$ cat config.mk
export PLATFORM = sky130hd
export DESIGN_NAME = pc_redirect_ctrl
export DESIGN_NICKNAME = d
export VERILOG_FILES = /design/src/rtl/pc_redirect_ctrl.sv
export SDC_FILE = /design/constraint.sdc
export NUM_CORES = 1
export LEC_CHECK = 0
export ABC_AREA = 1
export CAP_MARGIN = 10
export CORE_MARGIN = 2
export CORE_UTILIZATION = 35
export CTS_CLUSTER_DIAMETER = 50
export CTS_CLUSTER_SIZE = 40
export DETAILED_ROUTE_END_ITERATION = 10
export PLACE_DENSITY = 0.7
export SLEW_MARGIN = 15
export SYNTH_ARGS = -nofsm -noshare
export SYNTH_HDL_FRONTEND = slang
export SYNTH_SLANG_ARGS = --single-unit
$ cat constraint.sdc
create_clock -name clk -period 8.8 [get_ports clk]
set_input_delay 2.64 -clock clk [delete_from_list [all_inputs] [get_ports clk]]
set_output_delay 2.64 -clock clk [all_outputs]
set_load 0.02 [all_outputs]
$ cat src/rtl/pc_redirect_ctrl.sv
// pc_redirect_ctrl: decode-stage PC sequencing control.
// Detects load-use and branch-operand hazards, tracks instruction-memory
// wait cycles with a sticky timeout, and resolves jump/branch/jr redirects
// with fixed priority. Branch delay slots are architectural, so there is
// no flush output.
module pc_redirect_ctrl #(
    parameter int unsigned MAX_WAIT = 15
) (
    input  logic        clk,
    input  logic        rst,
    input  logic        dec_valid,
    input  logic        dec_is_j,
    input  logic        dec_is_jr,
    input  logic        dec_is_beq,
    input  logic        dec_is_bne,
    input  logic        br_eq,
    input  logic [4:0]  dec_rs,
    input  logic [4:0]  dec_rt,
    input  logic        dec_uses_rt,
    input  logic        ex_reg_write,
    input  logic        ex_mem_read,
    input  logic [4:0]  ex_dst,
    input  logic        mem_mem_read,
    input  logic [4:0]  mem_dst,
    input  logic        imem_ready,
    output logic        d_stall,
    output logic        jump,
    output logic        branch,
    output logic        jump_reg,
    output logic        ex_bubble,
    output logic [1:0]  ctrl_state,
    output logic        imem_timeout,
    output logic [31:0] stall_cycles
);

    typedef enum logic [1:0] {
        RUN   = 2'd0,
        HAZ   = 2'd1,
        IWAIT = 2'd2,
        ERR   = 2'd3
    } state_t;

    state_t      state_q, state_d;
    logic [7:0]  wait_cnt_q, wait_cnt_d;
    logic        timeout_q, timeout_d;
    logic [31:0] stall_cnt_q, stall_cnt_d;

    logic        ctl;
    logic        hazard;
    logic        take_br;

    // A register-zero destination never creates a dependency.
    function automatic logic src_hit(input logic [4:0] r);
        return (r != 5'd0) && ((r == dec_rs) || (dec_uses_rt && (r == dec_rt)));
    endfunction

    // Hazard detection, stall and redirect resolution.
    always_comb begin
        ctl     = dec_is_beq | dec_is_bne | dec_is_jr;
        hazard  = dec_valid &
                  ((ex_reg_write & src_hit(ex_dst) & (ex_mem_read | ctl)) |
                   (mem_mem_read & src_hit(mem_dst) & ctl));
        take_br = (dec_is_beq & br_eq) | (dec_is_bne & ~br_eq);

        d_stall  = 1'b0;
        jump     = 1'b0;
        branch   = 1'b0;
        jump_reg = 1'b0;
        if (!rst) begin
            d_stall = (state_q == ERR) ? 1'b1 : (~imem_ready | hazard);
            if (!d_stall && dec_valid) begin
                jump     = dec_is_j;
                branch   = take_br & ~dec_is_j;
                jump_reg = dec_is_jr & ~dec_is_j & ~take_br;
            end
        end
        ex_bubble = d_stall;
    end

    // Next-state, wait counter, sticky timeout and stall counter.
    always_comb begin
        state_d     = state_q;
        wait_cnt_d  = wait_cnt_q;
        timeout_d   = timeout_q;
        stall_cnt_d = stall_cnt_q + {31'd0, d_stall};

        if (imem_ready) begin
            wait_cnt_d = '0;
        end else if (state_q != ERR) begin
            wait_cnt_d = wait_cnt_q + 8'd1;
        end

        if (state_q != ERR) begin
            if (!imem_ready) begin
                if (wait_cnt_q == 8'(MAX_WAIT - 1)) begin
                    state_d   = ERR;
                    timeout_d = 1'b1;
                end else begin
                    state_d = IWAIT;
                end
            end else if (hazard) begin
                state_d = HAZ;
            end else begin
                state_d = RUN;
            end
        end
    end

    // State registers with synchronous reset.
    always_ff @(posedge clk) begin
        if (rst) begin
            state_q     <= RUN;
            wait_cnt_q  <= '0;
            timeout_q   <= 1'b0;
            stall_cnt_q <= '0;
        end else begin
            state_q     <= state_d;
            wait_cnt_q  <= wait_cnt_d;
            timeout_q   <= timeout_d;
            stall_cnt_q <= stall_cnt_d;
        end
    end

    assign ctrl_state   = state_q;
    assign imem_timeout = timeout_q;
    assign stall_cycles = stall_cnt_q;

endmodule

## Word-level counts from Yosys, hierarchy flattened

Index checks and enable logic that the tools add are counted.

| word-level totals | value |
|---|---|
| register bits | 43 |
| input bits | 33 |
| word-level logic and storage cells | 56 |

| cells by class | value |
|---|---|
| $add $sub $neg | 2 |
| eq/ne operators | 7 |
| mux-type cells | 11 |
| bitwise logic cells | 20 |
| reduce and logical (&&, ||, !) cells | 12 |

Operators by type and width:

| operator | count |
|---|---|
| adder 32 x 1 -> 32 bit | 1 |
| == test 5 bit | 4 |
| bitwise AND 1 bit | 10 |
| two-way mux 1 bit | 10 |
| nonzero test 5 bit | 2 |
| adder 8 x 1 -> 8 bit (second input constant) | 1 |
| == test 8 x 4 -> 1 bit (second input constant) | 1 |
| bitwise OR 1 bit | 6 |
| logical AND 1 bit | 5 |
| NOT 1 bit | 4 |
| AND reduction 3 bit | 1 |
| == test 2 bit (second input constant) | 1 |
| logical OR 1 bit | 2 |
| two-way mux 2 bit | 1 |
| != test 2 bit (second input constant) | 1 |
| OR reduction 2 bit | 1 |
| logical NOT 1 bit | 1 |

## Longest topological paths before layout

| logic depth | value |
|---|---|
| depth after elaboration | 14 |
| depth in mapped cells | 25 |
| depth with buffers taken out | 25 |

## Worst setup path after synthesis

OpenSTA, ideal clock, no wires.

| path | value |
|---|---|
| path type | input -> output |
| start | input rst |
| end | output ex_bubble |
| data arrival time | 3.612 ns |
| data required time | 6.160 ns |
| path slack | 2.548 ns |
| cell stages on the path | 6 |
| buffers on the path | 3 |
| cell sequence | clkbuf_1 > inv_1 > clkbuf_1 > nand2_1 > inv_1 > buf_4 |

| between the ends | value |
|---|---|
| cells in the longest elaborated chain, start to end | 1 |

Ends and longest elaborated chain:

| item | line | text |
|---|---|---|
| start: declaration | 10 | `input logic rst,` |
| two-way mux 1 bit | 69 | `if (!rst) begin` |
| end: declaration | 30 | `output logic ex_bubble,` |

Every way passes these cells.

## Worst setup path after layout

| path | value |
|---|---|
| start | input mem_dst[3] |
| end | output ex_bubble |

| between the ends | value |
|---|---|
| cells in the longest elaborated chain, start to end | 11 |
| elaborated cells on any way between the ends | 13 |

Ends and longest elaborated chain:

| item | line | text |
|---|---|---|
| start: declaration | 24 | `input logic [4:0] mem_dst,` |
| == test 5 bit | 54 | `return (r != 5'd0) && ((r == dec_rs) \|\| (dec_uses_rt && (r == dec_rt)));` |
| logical AND 1 bit | 54 |  |
| logical OR 1 bit | 54 |  |
| logical AND 1 bit (*) | 54 |  |
| bitwise AND 1 bit (*) (2 in a row) | 62 | `(mem_mem_read & src_hit(mem_dst) & ctl));` |
| bitwise OR 1 bit (*) | 61 | `((ex_reg_write & src_hit(ex_dst) & (ex_mem_read \| ctl)) \|` |
| bitwise AND 1 bit (*) | 60 | `hazard = dec_valid &` |
| bitwise OR 1 bit (*) | 70 | `d_stall = (state_q == ERR) ? 1'b1 : (~imem_ready \| hazard);` |
| two-way mux 1 bit (*) | 70 |  |
| two-way mux 1 bit (*) | 69 |  |

Mark *: on every way between the ends. The rest lies on a longest branch, timed or not.

==> results.txt <==
Initial Util - 36.05%
Nets - 531
Finished Cell Area - 3543 um^2
Die X - 90.44 um
largest net degree at the start of global routing - 29
yosys synthesis warning count - 0
crit path max-delay cell type - clkdlybuf4s50_1
Worst Path Class, Setup - in -> out
DR DRC count - 0
Worst slew margin - 72.45%
Critical Path Start Type - input pin
Ports - 73
routability cong. - 0.9516
Final Hold Fails - 0
sequential cell area - 860.8 um^2
dpl hpwl - 5.673 mm
fin. max-slew vios - 0
Iter 0 DRT Violations - 115
clock buffer depth - 2
CTS root buf - clkbuf_8
CTS tree - yes
register area share after synthesis - 32.92%
initial antenna violation count - 0
power density over the cells - 110.3 nW/um^2
total CTS buffers - 5
number of setup buffers added after CTS - 0
Worst Path Buf+Inv - 4
combinational share of power - 13.1%
P_leak - 1.517 nW
top cells by area, synth - dfxtp_1, nand2_1, nor2_1, inv_1, a21oi_1
final wirelength - 6.970 mm
area of the multi-input gates - 1490 um^2
cell taking the most area after synthesis - dfxtp_1
Worst Max-Slew Pin Slew - 409.5 ps
Antenna diodes - 0
number of synthesized register bits - 43
H-tree depth - 2
Tightest Hold Check Type - reg -> reg
worst stage delay on the critical path - 620 ps
crit share post-route - 83.38%
CP delay by family, top - buffers and inverters
power share of the sequential group - 50.5%
Syn Nets - 457
Final TNS setup - 0 ps
Routed Antenna Nets - 0
CP Cell Sequence - clkdlybuf4s50_1 -> inv_1 -> nand2_1 -> nand2_1 -> nor2_1 -> nand3_1 -> nand2_1 -> nand2_1 -> nand2_1 -> nand2_1 -> nand2_1 -> nand2_1 -> inv_1 -> clkdlybuf4s50_1
Syn Area/Cell - 6.241 um^2
vias in the first global route - 2,671
Total GRT Usage - 17.06%
total core area - 7253 um^2
clock sinks - 43
maximum vdd ir drop - 0.07431 mV
clock period minus worst slack - 7337 ps
post_cts resized - 0
most common cell after layout, fill and taps aside - nand2_1
PnR worst setup slack - 1463 ps
DIE HEIGHT - 90.44 um
RSZ-0062 raised after global routing - false
Syn Inst Count - 419
Cell Area, Synth - 2615 um^2
internal power - 292.7 uW
port bufs - 72
worst skew pair latency - 310 ps
clock group share of total power - 36.4%
share of the core filled with cells - 48.85%
Via density - 4.757
Worst Path Max Fanout - 4
Cell variety after synth - 33
die outline area - 8178 um^2
Layout Skew - 12.90 ps
DP Area - 3440 um^2
CP dominant cell by count - nand2_1
Worst-path clk slew - 80 ps
Final Setup Violations - 0
switching pwr - 98.34 uW
layout cell share with drive strength beyond 1 - 4.858%
Std-Cell Rows - 31
P&R area growth vs syn - 35.50%
TritonRoute pass-1 iters - 5
WP data required - 6160 ps
vias after detailed routing - 2,821
CTS Hold Bufs - 0
commonest cells after routing, fill and taps aside - nand2_1, clkdlybuf4s50_1, nor2_1, inv_1, dfxtp_1
CP endpoint kind - primary output
top cell type's share of synthesized area - 32.92%
# Max-Cap Violations - 0
switching share of power - 25.15%
Remaining Overflow, GRT - 0
layout filler cell count - 735
status - complete, no violations
Routed WL per cell - 11.75 um
first-pass GRT wire length - 11.69 mm
worst path arrival time - 4700 ps
Achievable Freq - 136.3 MHz
DP Worst Slack - 1465 ps
==> cell type report <==
type	instances	area share [%]
well taps	99	3.496
flip-flops and latches	43	24.29
repair buffers	73	20.55
inverters	63	6.674
clock inverters	1	0.2119
clock buffers	7	2.719
multi-input cells	307	42.06
==> synth_stat cells (all sizes together) <==
cell type and count:
nor2 69, inv 63, a31oi 4, nand3 18, nor3b 2, o21a 3, nor4 3, a211oi 3
xnor2 2, dfxtp 43, clkbuf 2, nand2 129, xor2 4, nand4 10, and3 2, a21oi 21
ha 5, buf 4, nor3 17, or2 5, o21bai 2, o21ai 8
==> metal layers <==
| metal | vias to the layer above | GRT usage [%] | share of wire (%) |
|---|---|---|---|
| li1 | 1467 | - | - |
| met1 | 1266 | 21.45 | 46 |
| met2 | 78 | 29.64 | 47 |
| met3 | 10 | 3.840 | 6.0 |
| met4 | 0 | 4.103 | 0.98 |
| met5 | - | 0 | 0 |
==> worst paths after layout <==
path                              start                          end  slack (ps)  cells past startpoint
min reg2reg  wait_cnt_q[7]$_SDFFE_PP0N_   wait_cnt_q[7]$_SDFFE_PP0N_         470                      2
max                          mem_dst[3]                    ex_bubble        1460                     14
min          wait_cnt_q[7]$_SDFFE_PP0N_   wait_cnt_q[7]$_SDFFE_PP0N_         470                      2
max reg2reg  ctrl_state[0]$_SDFFE_PP0N_  stall_cycles[30]$_SDFF_PP0_        6280                     19
==> power groups by stage <==
stage / combinational, mW / sequential [mW] / clock (mW)
after floorplan: 0.0234 / 0.203 / 0
after global placement: 0.0506 / 0.202 / 0
after detailed placement: 0.0513 / 0.202 / 0
after CTS: 0.0515 / 0.197 / 0.144
after global routing: 0.0570 / 0.198 / 0.153
final: 0.0513 / 0.197 / 0.142
==> logic make-up (layout without fill, tap and decap cells) <==
group                      after synthesis  after routing  synth area share [%]
xor gates and xnor gates                 6              6                 2.010
DFF                                     43             43                 32.92
adders and majority gates                5              5                 2.392
and+or+nand+nor                        255            255                 43.64
buffers and inverters                   69            144                 10.10
AOI/OAI and AO/OA                       41             41                 8.947
==> through the flow <==
step           instances  power (mW)  hold slack, ps
2_1_floorplan        419      0.2267           438.7
3_3_place_gp         585      0.2526           451.3
3_5_place_dp         585      0.2533           456.6
4_1_cts              593      0.3932           470.6
5_1_grt              593      0.4074           496.0
6_report             593      0.3910           471.4
==> flip-flops by register name, summed over array words and instances (netlist names) <==
register      cells
imem_timeout      1
ctrl_state        2
stall_cycles     32
wait_cnt_q        8
==> worst reg2reg max path, cell delays in order (launching register included) <==
cell and delay, ps:
dfxtp_1 370, nand2_1 150, inv_1 130, nor2_1 80, nand2_1 70, nand2_1 60, inv_1 130, ha_1 170
ha_1 160, nand2_1 110, nor2_4 230, nand2_4 110, nor2_8 110, nand2_4 80, nor2_4 130, nand2_2 100
nor2_1 110, nand2_1 50, nand2_1 50, nor2_1 40
(Power assumes the default switching activity.)
==> edit 1 (same flow settings) <==
Put one more register stage on the output `imem_timeout`, cleared by the reset. The value now appears one clock later. The other outputs are not delayed to match.
--- a/src/rtl/pc_redirect_ctrl.sv
+++ b/src/rtl/pc_redirect_ctrl.sv
@@ -123,5 +123,11 @@
 
     assign ctrl_state   = state_q;
-    assign imem_timeout = timeout_q;
+    always_ff @(posedge clk) begin
+        if (rst) begin
+            imem_timeout <= '0;
+        end else begin
+            imem_timeout <= timeout_q;
+        end
+    end
     assign stall_cycles = stall_cnt_q;
 
Check against the original RTL: same outputs for any inputs over 10 cycles, from zero or initial values and one cycle with rst high; that may be too few to reach the edited logic, so the function may still have changed.
==> edit 1 against the original RTL <==
  * Routed wire length decreased by 0.72%
  * Final area increased by 1.2%
  * Die area increased by 1.1%
  * First-iteration DRC count decreased by 15%
  * Setup slack improved by 0.0016 ns
  * Critical endpoint is now d_stall
  * Sequential cell count increased by 1
  * Synthesized area increased by 1.1%
  * Total power increased by 5.7%
  * Synthesized cell count increased by 0.95%
  * Largest power group unchanged
==> edit 1: results (changes against the original RTL) <==
[detailed_routing]
wl_met2_um=3281  ; was 3279 µm
met3_length_um=463  ; was 417 µm
drtPass1Iterations=4  ; was 5
wl_per_cell_um=11.57  ; was 11.75 µm
drt_iter0_drc=98  ; was 115
wl_met1_um=3069  ; was 3205 µm

[synthesis]
synth_common_cells=nand2_1 (125), nor2_1 (61), inv_1 (58)  ; was nand2_1 (124), nor2_1 (65), inv_1 (61)
synth_fp_nets=461  ; was 457
synth_cell_types=31  ; was 33
avgSynthCellArea_um2=6.250  ; was 6.241 µm²
seq_area_frac_synth_pct=33.32  ; was 32.92%
synthArstFlopShare_pct=0  ; unchanged
synth.area.top_cells=dfxtp_1 (33%), nand2_1 (18%), nor2_1 (8.7%), inv_1 (8.2%), a21oi_1 (4.5%)  ; was dfxtp_1 (33%), nand2_1 (18%), nor2_1 (9.3%), inv_1 (8.8%), a21oi_1 (4.0%)
synth_top_area_share_pct=33.32  ; was 32.92%

[power]
p_leak_nw=1.503  ; was 1.517 nW
p_per_area_nw_per_um2=115.3  ; was 110.3 nW/µm²
switchingPower_w=0.0001022  ; was 0.00009834 W
p_clk_share_pct=38.8  ; was 36.4%
pg_comb_w=0.0000509  ; was 0.0000513 W
ir_drop_mv=0.05139  ; was 0.07431 mV

[clock_network]
clock_sinks=44  ; was 43

[timing]
hold_ws_ns=0.4422  ; was 0.4714 ns
skew_ns=0.009231  ; was 0.01290 ns
tightest_slew_ns=0.4453  ; was 0.4095 ns

[layout]
nNonClkBuffers=73  ; unchanged
nets=536  ; was 531
largest_register_ffs=32  ; unchanged
syn2layout_area_growth_pct=35.59  ; was 35.50%
instances_no_fill=598  ; was 593
seq_share_pct=24.57  ; was 24.29%
drive_gt1_share_pct=5.812  ; was 4.858%
buf_share_pct=20.31  ; was 20.55%
clk_share_pct=3.211  ; was 2.931%
multi_input_cells=313  ; was 307
n_fill_cell=778  ; was 735
n_all_inverters=61  ; was 63

[critical_path]
reg2reg_slack_ns=6.37  ; was 6.28 ns
rr_startpoint=ctrl_state[1]$_SDFFE_PP0N_  ; was ctrl_state[0]$_SDFFE_PP0N_
ff2ff_path_depth=20  ; was 19
r2r-end=stall_cycles[28]$_SDFF_PP0_  ; was stall_cycles[30]$_SDFF_PP0_
crit_family=buffers and inverters  ; unchanged

[global_route]
met3_usage_pct=5.008  ; was 3.840%
grtUsageMet2_pct=29.85  ; was 29.64%
grt_use_total_pct=17.53  ; was 17.06%
met1_usage_pct=21.27  ; was 21.45%
first_global_vias=2719  ; was 2671

[placement]
hpwl_um=5665  ; was 5673 µm
dp_slack_ns=1.464  ; was 1.465 ns
place_congestion=0.9128  ; was 0.9516
place_area_um2=3470  ; was 3440 µm²
dpl.cell_count=590  ; was 585

[min_path]
hold_end=imem_timeout$_SDFF_PP0_  ; was wait_cnt_q[7]$_SDFFE_PP0N_
whs_path_depth=2  ; unchanged
worstHoldStart=timeout_q$_SDFFE_PP0P_  ; was wait_cnt_q[7]$_SDFFE_PP0N_

[outcome]
status=finished, final reports clean  ; unchanged

## edit 1: cell count changes after synthesis, moves of 2 or more
cell / delta
inv_1: -3
nand2_2: +2
o21ai_0: +2
nor2_2: +3
and3_1: -2
nor2_1: -4
nor3_1: +6
a21oi_1: +3
## edit 1: logic make-up (layout without fill, tap and decap cells)
logic type / after synthesis / in the layout / synth area share, %
flops: 44 / 44 / 33.32
compound gates: 41 / 41 / 8.282
xor+xnor: 6 / 6 / 1.988
buf+inv: 66 / 142 / 9.654
fa+ha+maj: 5 / 5 / 2.366
simple gates: 261 / 261 / 44.39
## edit 1: how the worst max path moves through the flow
| stage | endpoint | slack [ns] | cells after the start |
|---|---|---|---|
| after global placement | d_stall | 1.47 | 14 |
| final | d_stall | 1.46 | 14 |
| after detailed placement | d_stall | 1.46 | 14 |
| after floorplan | ex_bubble | 2.56 | 13 |
| after global routing | ex_bubble | 1.18 | 14 |
| after CTS | d_stall | 1.45 | 14 |
==> edit 2 (same settings) <==
Made on the original files. `MAX_WAIT`: 15 -> 7.
--- a/src/rtl/pc_redirect_ctrl.sv
+++ b/src/rtl/pc_redirect_ctrl.sv
@@ -5,5 +5,5 @@
 // no flush output.
 module pc_redirect_ctrl #(
-    parameter int unsigned MAX_WAIT = 15
+    parameter int unsigned MAX_WAIT = 7
 ) (
     input  logic        clk,
Function: changed (a bounded check fails within 10 cycles, from zero or initial values and one cycle with rst high).
==> edit 2 against the original RTL <==
  * Setup slack improved by 0.015 ns
  * Routed wire length down 3.4%
  * Sequential cell count stayed put
  * Core utilization hardly changed
  * Maximum frequency up 0.20%
  * Synthesized area up 1.4%
  * Final area increased by 0.64%
  * Via count is 0.32% higher
  * Count of clock-buffer cells in the layout fell by 1
  * Total power decreased by 4.8%
  * Global-route usage decreased by 0.35 points
  * Die area is 1.3% higher
  * Sequential power about the same
  * Critical endpoint is now d_stall
  * Largest cell class unchanged
==> edit 2: results (changes against the original RTL) <==
[synthesis]
synth_fp_nets=458  ; was 457
ys.warnings.count=0  ; unchanged
synth.area.top_cells=dfxtp_1 (32%), nand2_1 (17%), nor2_1 (8.4%), inv_1 (8.2%), a21oi_1 (4.3%)  ; was dfxtp_1 (33%), nand2_1 (18%), nor2_1 (9.3%), inv_1 (8.8%), a21oi_1 (4.0%)
synth_cell_types=32  ; was 33
ys.flop_type=dfxtp_1  ; unchanged
seq_area_frac_synth_pct=32.47  ; was 32.92%
synth_common_cells=nand2_1 (122), nor2_1 (59), inv_1 (58)  ; was nand2_1 (124), nor2_1 (65), inv_1 (61)

[global_route]
grt_max_degree=18  ; was 29
grt_pass1_wl_um=11510  ; was 11690 µm
first_global_vias=2643  ; was 2671
grt_use_total_pct=16.71  ; was 17.06%
antenna_found_initial=0  ; unchanged

[critical_path]
critPathMaxFanout=4  ; unchanged
worst-endpoint-arrival_ns=4.68  ; was 4.70 ns
reg2reg_slack_ns=6.19  ; was 6.28 ns

[placement]
hpwl_um=5529  ; was 5673 µm
place_congestion=0.8994  ; was 0.9516

[timing]
tightest_slew_ns=0.6436  ; was 0.4095 ns
hold_ws_ns=0.4774  ; was 0.4714 ns
skew_ns=0.005144  ; was 0.01290 ns

[clock_network]
worstSkewPairLatency_ns=0.30
root_buffer=clkbuf_8  ; unchanged
postCtsSetupBuffers=0  ; unchanged
numCtsBuffers=5  ; unchanged
clk_pin_slew_ns=0.08  ; about the same

[layout]
nets=533  ; was 531
largest_register_ffs=32  ; unchanged
drive_gt1_share_pct=7.056  ; was 4.858%

[power]
p_leak_nw=1.459  ; was 1.517 nW
ir_drop_mv=0.06130  ; was 0.07431 mV

[run]
cap_violations=0  ; unchanged

[detailed_routing]
drt_iter0_drc=107  ; was 115
vias=2830  ; was 2821
wl_per_cell_um=11.32  ; was 11.75 µm

[outcome]
status=finished, final reports clean  ; unchanged

-- edit 2: cell count changes in the layout (fill, tap and decap cells not counted), sizes merged, moves of 2 or more --
| cell | delta |
|---|---|
| nand3 | +3 |
| nor2 | -3 |
| o21ai | -3 |
| a21oi | +2 |
| and3 | -2 |
| clkinv | +2 |
| nor3 | +2 |
-- edit 2: worst max-delay path: stages --
cell	delay (ns)
clkdlybuf4s50_1	0.51
inv_1	0.09
nand2_1	0.06
nand2_1	0.05
nor2_1	0.14
nand3_1	0.09
nand2_1	0.06
nand2_1	0.04
nand2_1	0.06
nand2_1	0.06
nand2_1	0.06
nand2_1	0.06
inv_1	0.14
clkdlybuf4s50_1	0.62
-- edit 2: cell type report --
class	count	area [µm²]
multi-input combinational	307	1524
clock buffer	6	72.57
clock inverter	2	12.51
tap	99	123.9
fill	779	3726
inverter	65	244.0
sequential	43	860.8
timing repair buffer	73	728.2
-- edit 2: worst paths after layout --
check / start / depth (start not counted) / end
setup / recovery: ex_dst[2] / 14 / d_stall
setup reg to reg: ctrl_state[0]$_SDFFE_PP0N_ / 19 / stall_cycles[30]$_SDFF_PP0_
hold reg to reg: wait_cnt_q[7]$_SDFFE_PP0N_ / 2 / wait_cnt_q[7]$_SDFFE_PP0N_
hold / removal: wait_cnt_q[7]$_SDFFE_PP0N_ / 2 / wait_cnt_q[7]$_SDFFE_PP0N_
-- edit 2: stage by stage --
step / instances / setup WS [ns] / total power [W] / area [µm²]
6_report: 595 / 1.477 / 0.0003720 / 3566
5_1_grt: 595 / 1.293 / 0.0003880 / 3566
4_1_cts: 595 / 1.470 / 0.0003748 / 3566
3_5_place_dp: 587 / 1.481 / 0.0002526 / 3481
3_3_place_gp: 587 / 1.507 / 0.0002520 / 3481
2_1_floorplan: 420 / 2.557 / 0.0002266 / 2651
-- edit 2: cell families (layout without fill, tap and decap cells) --
group                    after synthesis  after routing  share of synthesized area (%)
XOR/XNOR                               8              8                          2.643
AO/OA/AOI/OAI                         38             38                          8.117
buffers and inverters                 70            146                          10.05
adder cells (fa/ha/maj)                5              5                          2.360
AND/OR/NAND/NOR                      256            256                          44.36
flip-flops                            43             43                          32.47
-- edit 2: report_power, final --
group | switching (W) | leakage [nW] | internal (W) | total, W
clock | 0.0000683 | 0.0412 | 0.0000555 | 0.000124
combinational | 0.0000258 | 1.07 | 0.0000251 | 0.0000509
sequential | 0.00000131 | 0.347 | 0.000196 | 0.000197
total | 0.0000954 | 1.46 | 0.000277 | 0.000372
-- edit 2: layer usage --
layer	GRT usage, %	vias to the layer above	routed length, µm
met3	3.900	12	411
met5	0	-	0
met2	28.52	87	3125
li1	-	1470	-
met4	4.419	0	74
met1	21.14	1261	3121
